$ cat config.mk
export PLATFORM = sky130hd
export DESIGN_NAME = clock_set_ctrl
export DESIGN_NICKNAME = d
export VERILOG_FILES = /design/src/rtl/clock_pkg.sv /design/src/rtl/btn_sync_edge.sv /design/src/rtl/clock_set_ctrl.sv
export SDC_FILE = /design/constraint.sdc
export NUM_CORES = 1
export LEC_CHECK = 0
export CORE_MARGIN = 2
export CORE_UTILIZATION = 50
export DETAILED_ROUTE_END_ITERATION = 16
export PLACE_DENSITY = 0.68
export SLEW_MARGIN = 25
export SYNTH_ARGS = -nofsm -noshare
export SYNTH_HDL_FRONTEND = slang
export SYNTH_SLANG_ARGS = --single-unit
$ cat constraint.sdc
create_clock -name clk -period 2.1 [get_ports clk]
set_input_delay 0.42 -clock clk [delete_from_list [all_inputs] [get_ports clk]]
set_output_delay 0.42 -clock clk [all_outputs]
set_load 0.05 [all_outputs]
$ cat src/rtl/clock_pkg.sv
// Shared encodings and build constants for the clock time-setting controller.
package clock_pkg;

    typedef enum logic [1:0] {
        MODE_RUN      = 2'b00,
        MODE_SET_HOUR = 2'b01,
        MODE_SET_MIN  = 2'b10
    } mode_e;

    localparam int SIM_HOLD_CYCLES     = 16;
    localparam int SIM_REPEAT_CYCLES   = 4;
    localparam int SIM_TIMEOUT_TICKS   = 10;
    localparam int BOARD_HOLD_CYCLES   = 25_000_000;
    localparam int BOARD_REPEAT_CYCLES = 5_000_000;
    localparam int BOARD_TIMEOUT_TICKS = 10;
    localparam int DEFAULT_CNT_W       = 26;

    // Mode-button sequence RUN -> SET_HOUR -> SET_MIN -> RUN.
    function automatic mode_e next_mode(input mode_e cur);
        case (cur)
            MODE_RUN:      return MODE_SET_HOUR;
            MODE_SET_HOUR: return MODE_SET_MIN;
            default:       return MODE_RUN;
        endcase
    endfunction

endpackage

$ cat src/rtl/btn_sync_edge.sv
// Two-flop synchroniser for an asynchronous button level plus a rising-edge pulse.
module btn_sync_edge (
    input  logic clk,
    input  logic rst,
    input  logic btn_i,
    output logic level_o,
    output logic rise_o
);

    logic meta_q;
    logic sync_q;
    logic prev_q;

    always_ff @(posedge clk or negedge rst) begin
        if (!rst) begin
            meta_q <= 1'b0;
            sync_q <= 1'b0;
            prev_q <= 1'b0;
        end else begin
            meta_q <= btn_i;
            sync_q <= meta_q;
            prev_q <= sync_q;
        end
    end

    // Combinational edge so the registered controller outputs land 3 edges after the button moves.
    assign level_o = sync_q;
    assign rise_o  = sync_q & ~prev_q;

endmodule

$ cat src/rtl/clock_set_ctrl.sv
// Time-setting controller: RUN/SET_HOUR/SET_MIN sequencing, auto-repeat, timeout and blink.
module clock_set_ctrl
    import clock_pkg::*;
#(
    parameter int HOLD_CYCLES   = SIM_HOLD_CYCLES,
    parameter int REPEAT_CYCLES = SIM_REPEAT_CYCLES,
    parameter int TIMEOUT_TICKS = SIM_TIMEOUT_TICKS,
    parameter int CNT_W         = DEFAULT_CNT_W
) (
    input  logic       clk,
    input  logic       rst,
    input  logic       tick_1hz,
    input  logic       btn_mode,
    input  logic       btn_inc,
    output logic       sec_inc,
    output logic       min_inc,
    output logic       hour_inc,
    output logic       sec_clr,
    output logic [1:0] mode,
    output logic       blink
);

    localparam int TO_W = $clog2(TIMEOUT_TICKS + 1);

    logic mode_lvl_unused;
    logic mode_rise;
    logic inc_lvl;
    logic inc_rise;

    btn_sync_edge u_mode_sync (
        .clk     (clk),
        .rst     (rst),
        .btn_i   (btn_mode),
        .level_o (mode_lvl_unused),
        .rise_o  (mode_rise)
    );

    btn_sync_edge u_inc_sync (
        .clk     (clk),
        .rst     (rst),
        .btn_i   (btn_inc),
        .level_o (inc_lvl),
        .rise_o  (inc_rise)
    );

    mode_e            state_q, state_d;
    logic             sec_inc_q, sec_inc_d;
    logic             min_inc_q, min_inc_d;
    logic             hour_inc_q, hour_inc_d;
    logic             sec_clr_q, sec_clr_d;
    logic             blink_q, blink_d;
    logic             ph_q, ph_d;
    logic [CNT_W-1:0] cnt_q, cnt_d;
    logic             rep_q, rep_d;
    logic             arm_q, arm_d;
    logic [TO_W-1:0]  to_q, to_d;

    logic             in_set;
    logic             timeout_hit;
    logic             leaving;
    logic             inc_pulse;
    logic [CNT_W-1:0] limit;

    assign in_set      = (state_q == MODE_SET_HOUR) || (state_q == MODE_SET_MIN);
    assign timeout_hit = in_set && tick_1hz && (to_q == TO_W'(TIMEOUT_TICKS - 1));
    assign limit       = rep_q ? CNT_W'(REPEAT_CYCLES - 1) : CNT_W'(HOLD_CYCLES - 1);

    always_comb begin
        state_d    = state_q;
        sec_inc_d  = 1'b0;
        min_inc_d  = 1'b0;
        hour_inc_d = 1'b0;
        sec_clr_d  = 1'b0;
        cnt_d      = cnt_q;
        rep_d      = rep_q;
        arm_d      = arm_q;
        to_d       = to_q;
        ph_d       = ph_q;
        inc_pulse  = 1'b0;
        leaving    = 1'b0;

        // Timeout outranks a coincident mode edge so both collapse into one exit to RUN.
        case (state_q)
            MODE_RUN: begin
                sec_inc_d = tick_1hz;
                if (mode_rise) state_d = MODE_SET_HOUR;
            end
            MODE_SET_HOUR, MODE_SET_MIN: begin
                if (timeout_hit) begin
                    state_d   = MODE_RUN;
                    sec_clr_d = 1'b1;
                end else if (mode_rise) begin
                    state_d   = next_mode(state_q);
                    sec_clr_d = (state_q == MODE_SET_MIN);
                end
            end
            default: state_d = MODE_RUN;
        endcase

        leaving = (state_d != state_q);

        // Repeat only runs after an initial pulse in this mode; a mode change disarms it.
        if (!in_set || leaving || !inc_lvl) begin
            cnt_d = '0;
            rep_d = 1'b0;
            arm_d = 1'b0;
        end else if (inc_rise) begin
            inc_pulse = 1'b1;
            cnt_d     = '0;
            rep_d     = 1'b0;
            arm_d     = 1'b1;
        end else if (arm_q) begin
            if (cnt_q == limit) begin
                inc_pulse = 1'b1;
                cnt_d     = '0;
                rep_d     = 1'b1;
            end else begin
                cnt_d = cnt_q + 1'b1;
            end
        end

        hour_inc_d = inc_pulse && (state_q == MODE_SET_HOUR);
        min_inc_d  = inc_pulse && (state_q == MODE_SET_MIN);

        if (!in_set || leaving || mode_rise || inc_rise) to_d = '0;
        else if (tick_1hz)                             to_d = to_q + 1'b1;

        if (!in_set || leaving) ph_d = 1'b0;
        else if (tick_1hz)      ph_d = ~ph_q;

        blink_d = ph_d & ~inc_pulse;
    end

    always_ff @(posedge clk or negedge rst) begin
        if (!rst) begin
            state_q    <= MODE_RUN;
            sec_inc_q  <= 1'b0;
            min_inc_q  <= 1'b0;
            hour_inc_q <= 1'b0;
            sec_clr_q  <= 1'b0;
            blink_q    <= 1'b0;
            ph_q       <= 1'b0;
            cnt_q      <= '0;
            rep_q      <= 1'b0;
            arm_q      <= 1'b0;
            to_q       <= '0;
        end else begin
            state_q    <= state_d;
            sec_inc_q  <= sec_inc_d;
            min_inc_q  <= min_inc_d;
            hour_inc_q <= hour_inc_d;
            sec_clr_q  <= sec_clr_d;
            blink_q    <= blink_d;
            ph_q       <= ph_d;
            cnt_q      <= cnt_d;
            rep_q      <= rep_d;
            arm_q      <= arm_d;
            to_q       <= to_d;
        end
    end

    assign sec_inc  = sec_inc_q;
    assign min_inc  = min_inc_q;
    assign hour_inc = hour_inc_q;
    assign sec_clr  = sec_clr_q;
    assign blink    = blink_q;
    assign mode     = state_q;

endmodule

-- Word-level counts from Yosys, hierarchy flattened
Index checks and enable logic that the tools add are counted.
- input bits: 5
- output and inout port bits: 7
- bits in registers: 46
- logic and storage cells: 77
- multiplexer cells: 28
- reduce and logical (&&, ||, !) cells: 18
- bitwise gates (word level): 7
- equal/unequal tests: 5
- add/sub/neg operators: 2
- operator list (cell ; count):
    $mux W26 ; 4
    $add A26 B1 Y26 const B ; 1
    $eq A26 B4 Y1 ; 1
    $mux W1 ; 16
    $mux W4 ; 3
    $mux W2 ; 4
    $reduce_bool A3 Y1 ; 2
    $logic_or A1 B1 Y1 ; 5
    $add A4 B1 Y4 const B ; 1
    $eq A4 B4 Y1 const B ; 1
    $logic_and A1 B1 Y1 ; 4
    $not A1 Y1 ; 4
    $pmux W2 S2 ; 1
    $reduce_bool A2 Y1 ; 2
    $and A1 B1 Y1 ; 3
    $eq A2 B1 Y1 const B ; 1
    $eq A2 B2 Y1 const B ; 1
    $logic_not A1 Y1 ; 2
    $logic_not A2 Y1 ; 1
    $ne A2 B2 Y1 ; 1
    $reduce_and A2 Y1 ; 1
    $reduce_or A2 Y1 ; 1

-- Longest topological paths before layout
- depth after elaboration: 12
- gate-level depth with buffers: 8
- gate-level depth less buffers: 7

-- Hierarchy
From an unflattened synthesis, not the netlist that was laid out.
- cells, all modules: 277
- area, all modules: 2602.5 um2
- modules (own cells, without submodules) (module ; instances ; cells an instance ; seq. area each (um2) ; area each (um2)):
    clock_set_ctrl ; 1 ; 269 ; 1001.0 ; 2424.8
    btn_sync_edge ; 2 ; 4 ; 75.1 ; 88.8

-- Worst setup path before layout
No wires, ideal clock.
- kind: register -> register
- start: register state_q[1] (netlist: mode[1])
- end: register cnt_q[20]
- buffers on the path: 1
- clock period less this slack: 2327 ps
- setup slack: -227 ps
- arrival time: 2184 ps
- stages on the path, launching flop included: 9
- setup time: 143 ps
- data required time: 1957 ps
- cell sequence: dfrtp_1 inv_1 ha_1 or3b_2 a22oi_1 o22ai_1 nand4_1 buf_2 a311oi_1
- word-level cells in the longest chain between the ends: 10
- elaborated cells between the ends (all ways): 18
- those cells by class: eq/ne (3); mux (6); reduce/logical (9)
- RTL lines (item ; line ; RTL):
    start: declaration ; clock_set_ctrl.sv:46 ; mode_e state_q, state_d;
    start signal: assignment ; clock_set_ctrl.sv:148 ; state_q <= state_d;
    $eq A2 B1 Y1 / $eq A2 B2 Y1 (equally long branches) ; clock_pkg.sv:20, clock_set_ctrl.sv:64, clock_set_ctrl.sv:83 ;
    $logic_or A1 B1 Y1 ; clock_set_ctrl.sv:64 ; assign in_set = (state_q == MODE_SET_HOUR) || (state_q == MODE_SET_MIN);
    $logic_and A1 B1 Y1 (2 in series) ; clock_set_ctrl.sv:65 ; assign timeout_hit = in_set && tick_1hz && (to_q == TO_W'(TIMEOUT_TICKS - 1));
    $mux W2 ; clock_set_ctrl.sv:89 ; if (timeout_hit) begin
    $pmux W2 S2 ; clock_set_ctrl.sv:83 ; case (state_q)
    $ne A2 B2 Y1 ; clock_set_ctrl.sv:100 ; leaving = (state_d != state_q);
    $logic_or A1 B1 Y1 * (2 in series) ; clock_set_ctrl.sv:103 ; if (!in_set || leaving || !inc_lvl) begin
    $reduce_bool A3 Y1 (no line) / $mux W26 (equally long branches) ; n/a ;
    end signal: assignment ; clock_set_ctrl.sv:155 ; cnt_q <= cnt_d;
    end: declaration ; clock_set_ctrl.sv:53 ; logic [CNT_W-1:0] cnt_q, cnt_d;
Mark *: on every way between the ends. The rest lies on a longest branch, timed or not.
A chain may end at the register's enable or synchronous reset.

-- Worst setup path in the final report
- start: register state_q[1] (netlist: mode[1])
- end: output port mode[1]
- RTL lines (item ; line ; RTL):
    end: declaration ; clock_set_ctrl.sv:19 ; output logic [1:0] mode,
No word-level cell between the ends.

==> impl_metrics.toml <==
[layout]
layout-drive-gt1-share = 0.1966
fin_area_um2 = 3057
area_growth_syn_to_layout_pct = 18.48
regArea_um2 = 1156
nNetsFinal = 306
diodes = 0
post-route-util = 0.6062
multi_input_area_um2 = 1353
n_fill_cell = 451

[placement]
dp_hpwl_um = 4082
globalplace.congestion = 0.8640
io_buffers = 11
place_area_um2 = 2889

[sta]
period_needed_ns = 2.009
hold_viol = 0
report.final.slew_viol_count = 0
fin_crit_sh = 0.9567
skew_ns = 0.006226
max_slew_margin = 0.6339
setup_viol = 0
fmax_mhz = 497.7
worst_pin_slew_ns = 0.5471

[cts]
htreeDepth = 2
numCtsBuffers = 5
cts_tree = "built"
cts_buffer_depth = 2
cts.sinks = 46
clk_pin_slew_ns = 0.09
root_buffer = "clkbuf_8"
clk_latency_ns = 0.31

[grt]
track_usage = 0.2338
grt_start_max_net_pins = 29
antenna_found_initial = 0
grt_pass1_wl_um = 10240
grt_pass1_vias = 2066
grt_overflow_total = 0

[worst_setup_path]
arrival_ns = 1.59
rr_worst_depth = 8
start_kind = "flop"
worstSetupPathType = "reg -> out"
r2r_end = "cnt_q[5]"
crit_fanout = 5
end_kind = "output port"
r2r-start = "mode[0]"
rrSetupSlack_ns = 0.10
cp_data_required_time_ns = 1.68

[synthesis]
netlist_instances = 264
synth_nets = 276
synth_cell_type_count = 58
ys_async_sr_fraction = 1.000
yosys_warnings = 0
synthFlopType = "dfrtp_1"
synth-xor-area-share = 0.01358
ys_top_cells_by_area = "dfrtp_1 45%, a311oi_1 4.8%, nand2_1 3.5%, ha_1 3.4%, a21oi_1 3.1%"
synth_top_family_by_area = "simple AND/OR/NAND/NOR gates"
yosysTopAreaCellShare = 0.4462
synth.avg_cell_area_um2 = 9.773
synthMuxAreaShare = 0.008244
synth-compound-area-share = 0.2144
ys_ff_latch = 46
synth_edf_count = 0
yosys.area_share.simple = 0.2352
syn-cell-area_um2 = 2580
yosysTopAreaCell = "dfrtp_1"
synthAdderAreaFrac = 0.03395
yosysSeqAreaShare = 0.4462

[run_status]
status = "completed"

[min_path]
holdCritPathClass = "in -> async"

[routing]
vias = 2185
dr.pass1.iters = 4
routed_via_density = 5.986
wl_per_cell_um = 16.20
ant_nets = 0
wirelength_um = 5913
drt-initial-drc-count = 164
route.detailed.drc = 0

[floorplan]
die_h_um = 75.83
row_count = 26
fp.dieW_um = 75.83
die_area_um2 = 5750
core_region_area_um2 = 5042
start_util = 0.5117
ioPinCount = 12

[power]
power.leakage_uw = 0.001200
powerDensity_nw_per_um2 = 810.6
vdd_ir_drop_max_mv = 0.5521

[flow_run]
drv_cap = 0
==> through the flow <==
step	total power, uW	TNS, ns	setup WS (ns)	hold WS, ns	instances
2_1_floorplan	1566	-0.1325	-0.01101	0.1244	264
3_3_place_gp	1872	-1.030	-0.06290	0.3327	354
3_5_place_dp	1881	-2.773	-0.1300	0.3373	354
4_1_cts	2437	0	0.02506	0.06090	362
5_1_grt	2630	-0.04549	-0.01702	0.08278	365
6_report	2478	0	0.09094	0.04114	365
==> cell type report <==
cell class	count	share of cell area
clock buffer	5	0.02251
clock inverter	3	0.006959
inverter	11	0.01351
multi-input combinational	193	0.4425
sequential	46	0.3782
tap	70	0.02865
timing repair buffer	37	0.1077
==> report_power, final <==
group	internal [uW]	switching (uW)	total (uW)	leakage (uW)
sequential	950	49.9	1000	0.000618
clock	234	320	554	0.0000441
combinational	332	592	924	0.000539
total	1520	962	2480	0.00120
==> synthesized netlist by cell type (6+ instances only) <==
cell and count:
buf_2 7, nor3_1 6, o21ai_0 8, a311oi_1 14, a41oi_1 6, a31oi_1 7
a21oi_1 16, or3_1 6, dfrtp_1 46, ha_1 7, nand3_1 15, nor2_1 11
nand2_1 24, inv_1 11
==> worst max-delay path by stage <==
stage | from | to | slack (ns) | cells after the start
final | mode[1] | mode[1] | 0.09 | 2
after global routing | mode[0] | cnt_q[6] | -0.02 | 9
after CTS | mode[0] | cnt_q[4] | 0.03 | 7
after detailed placement | tick_1hz | cnt_q[6] | -0.13 | 7
after global placement | tick_1hz | cnt_q[7] | -0.06 | 7
after floorplan | mode[1] | cnt_q[20] | -0.01 | 8
==> placed cells by master, fill, tap and decap left out, types with 6 or more instances in the layout <==
cell type / netlist / final
a21oi_1: 16 / 16
a311oi_1: 14 / 14
a31oi_1: 7 / 7
a41oi_1: 6 / 6
buf_4: 2 / 23
clkdlybuf4s50_1: 0 / 10
dfrtp_1: 46 / 42
ha_1: 7 / 6
inv_1: 11 / 11
nand2_1: 24 / 24
nand3_1: 15 / 15
nor2_1: 11 / 11
o21ai_0: 8 / 8
or3_1: 6 / 6
==> state kept, by name, indices dropped and copies added, names as in the netlist <==
name and flops:
ph_q 1, mode 2, hour_inc 1, rep_q 1, arm_q 1, u_mode_sync.prev_q 1, u_mode_sync.meta_q 1, sec_clr 1
sec_inc 1, u_inc_sync.level_o 1, to_q 4, blink 1, u_inc_sync.meta_q 1, cnt_q 26, u_mode_sync.level_o 1, min_inc 1
u_inc_sync.prev_q 1
==> critical path, stage by stage, from the launching register on <==
cell and delay (ns):
dfrtp_2 0.36, buf_4 0.13, clkdlybuf4s50_1 0.79
==> repair_timing <==
action / in CTS / in global routing
hold buffers: 0 / 0
setup buffers: 0 / 3
gates resized for setup: 0 / 12
endpoints found under the setup margin: 0 / 34
==> kinds of logic after synthesis <==
| logic type | count (synthesis) |
|---|---|
| and+or+nand+nor | 104 |
| AOI/OAI and AO/OA | 76 |
| DFF | 46 |
| buffers and inverters | 25 |
| adders and majority gates | 7 |
| xor gates and xnor gates | 4 |
| muxes | 2 |
==> per-layer routing <==
| metal | vias up | share of wire | GRT usage |
|---|---|---|---|
| li1 | 1075 | - | - |
| met1 | 1051 | 0.48 | 0.3403 |
| met2 | 52 | 0.46 | 0.3611 |
| met3 | 7 | 0.040 | 0.03968 |
| met4 | 0 | 0.011 | 0.06238 |
| met5 | - | 0 | 0 |
Note: power is estimated with default switching activity, not from simulation.
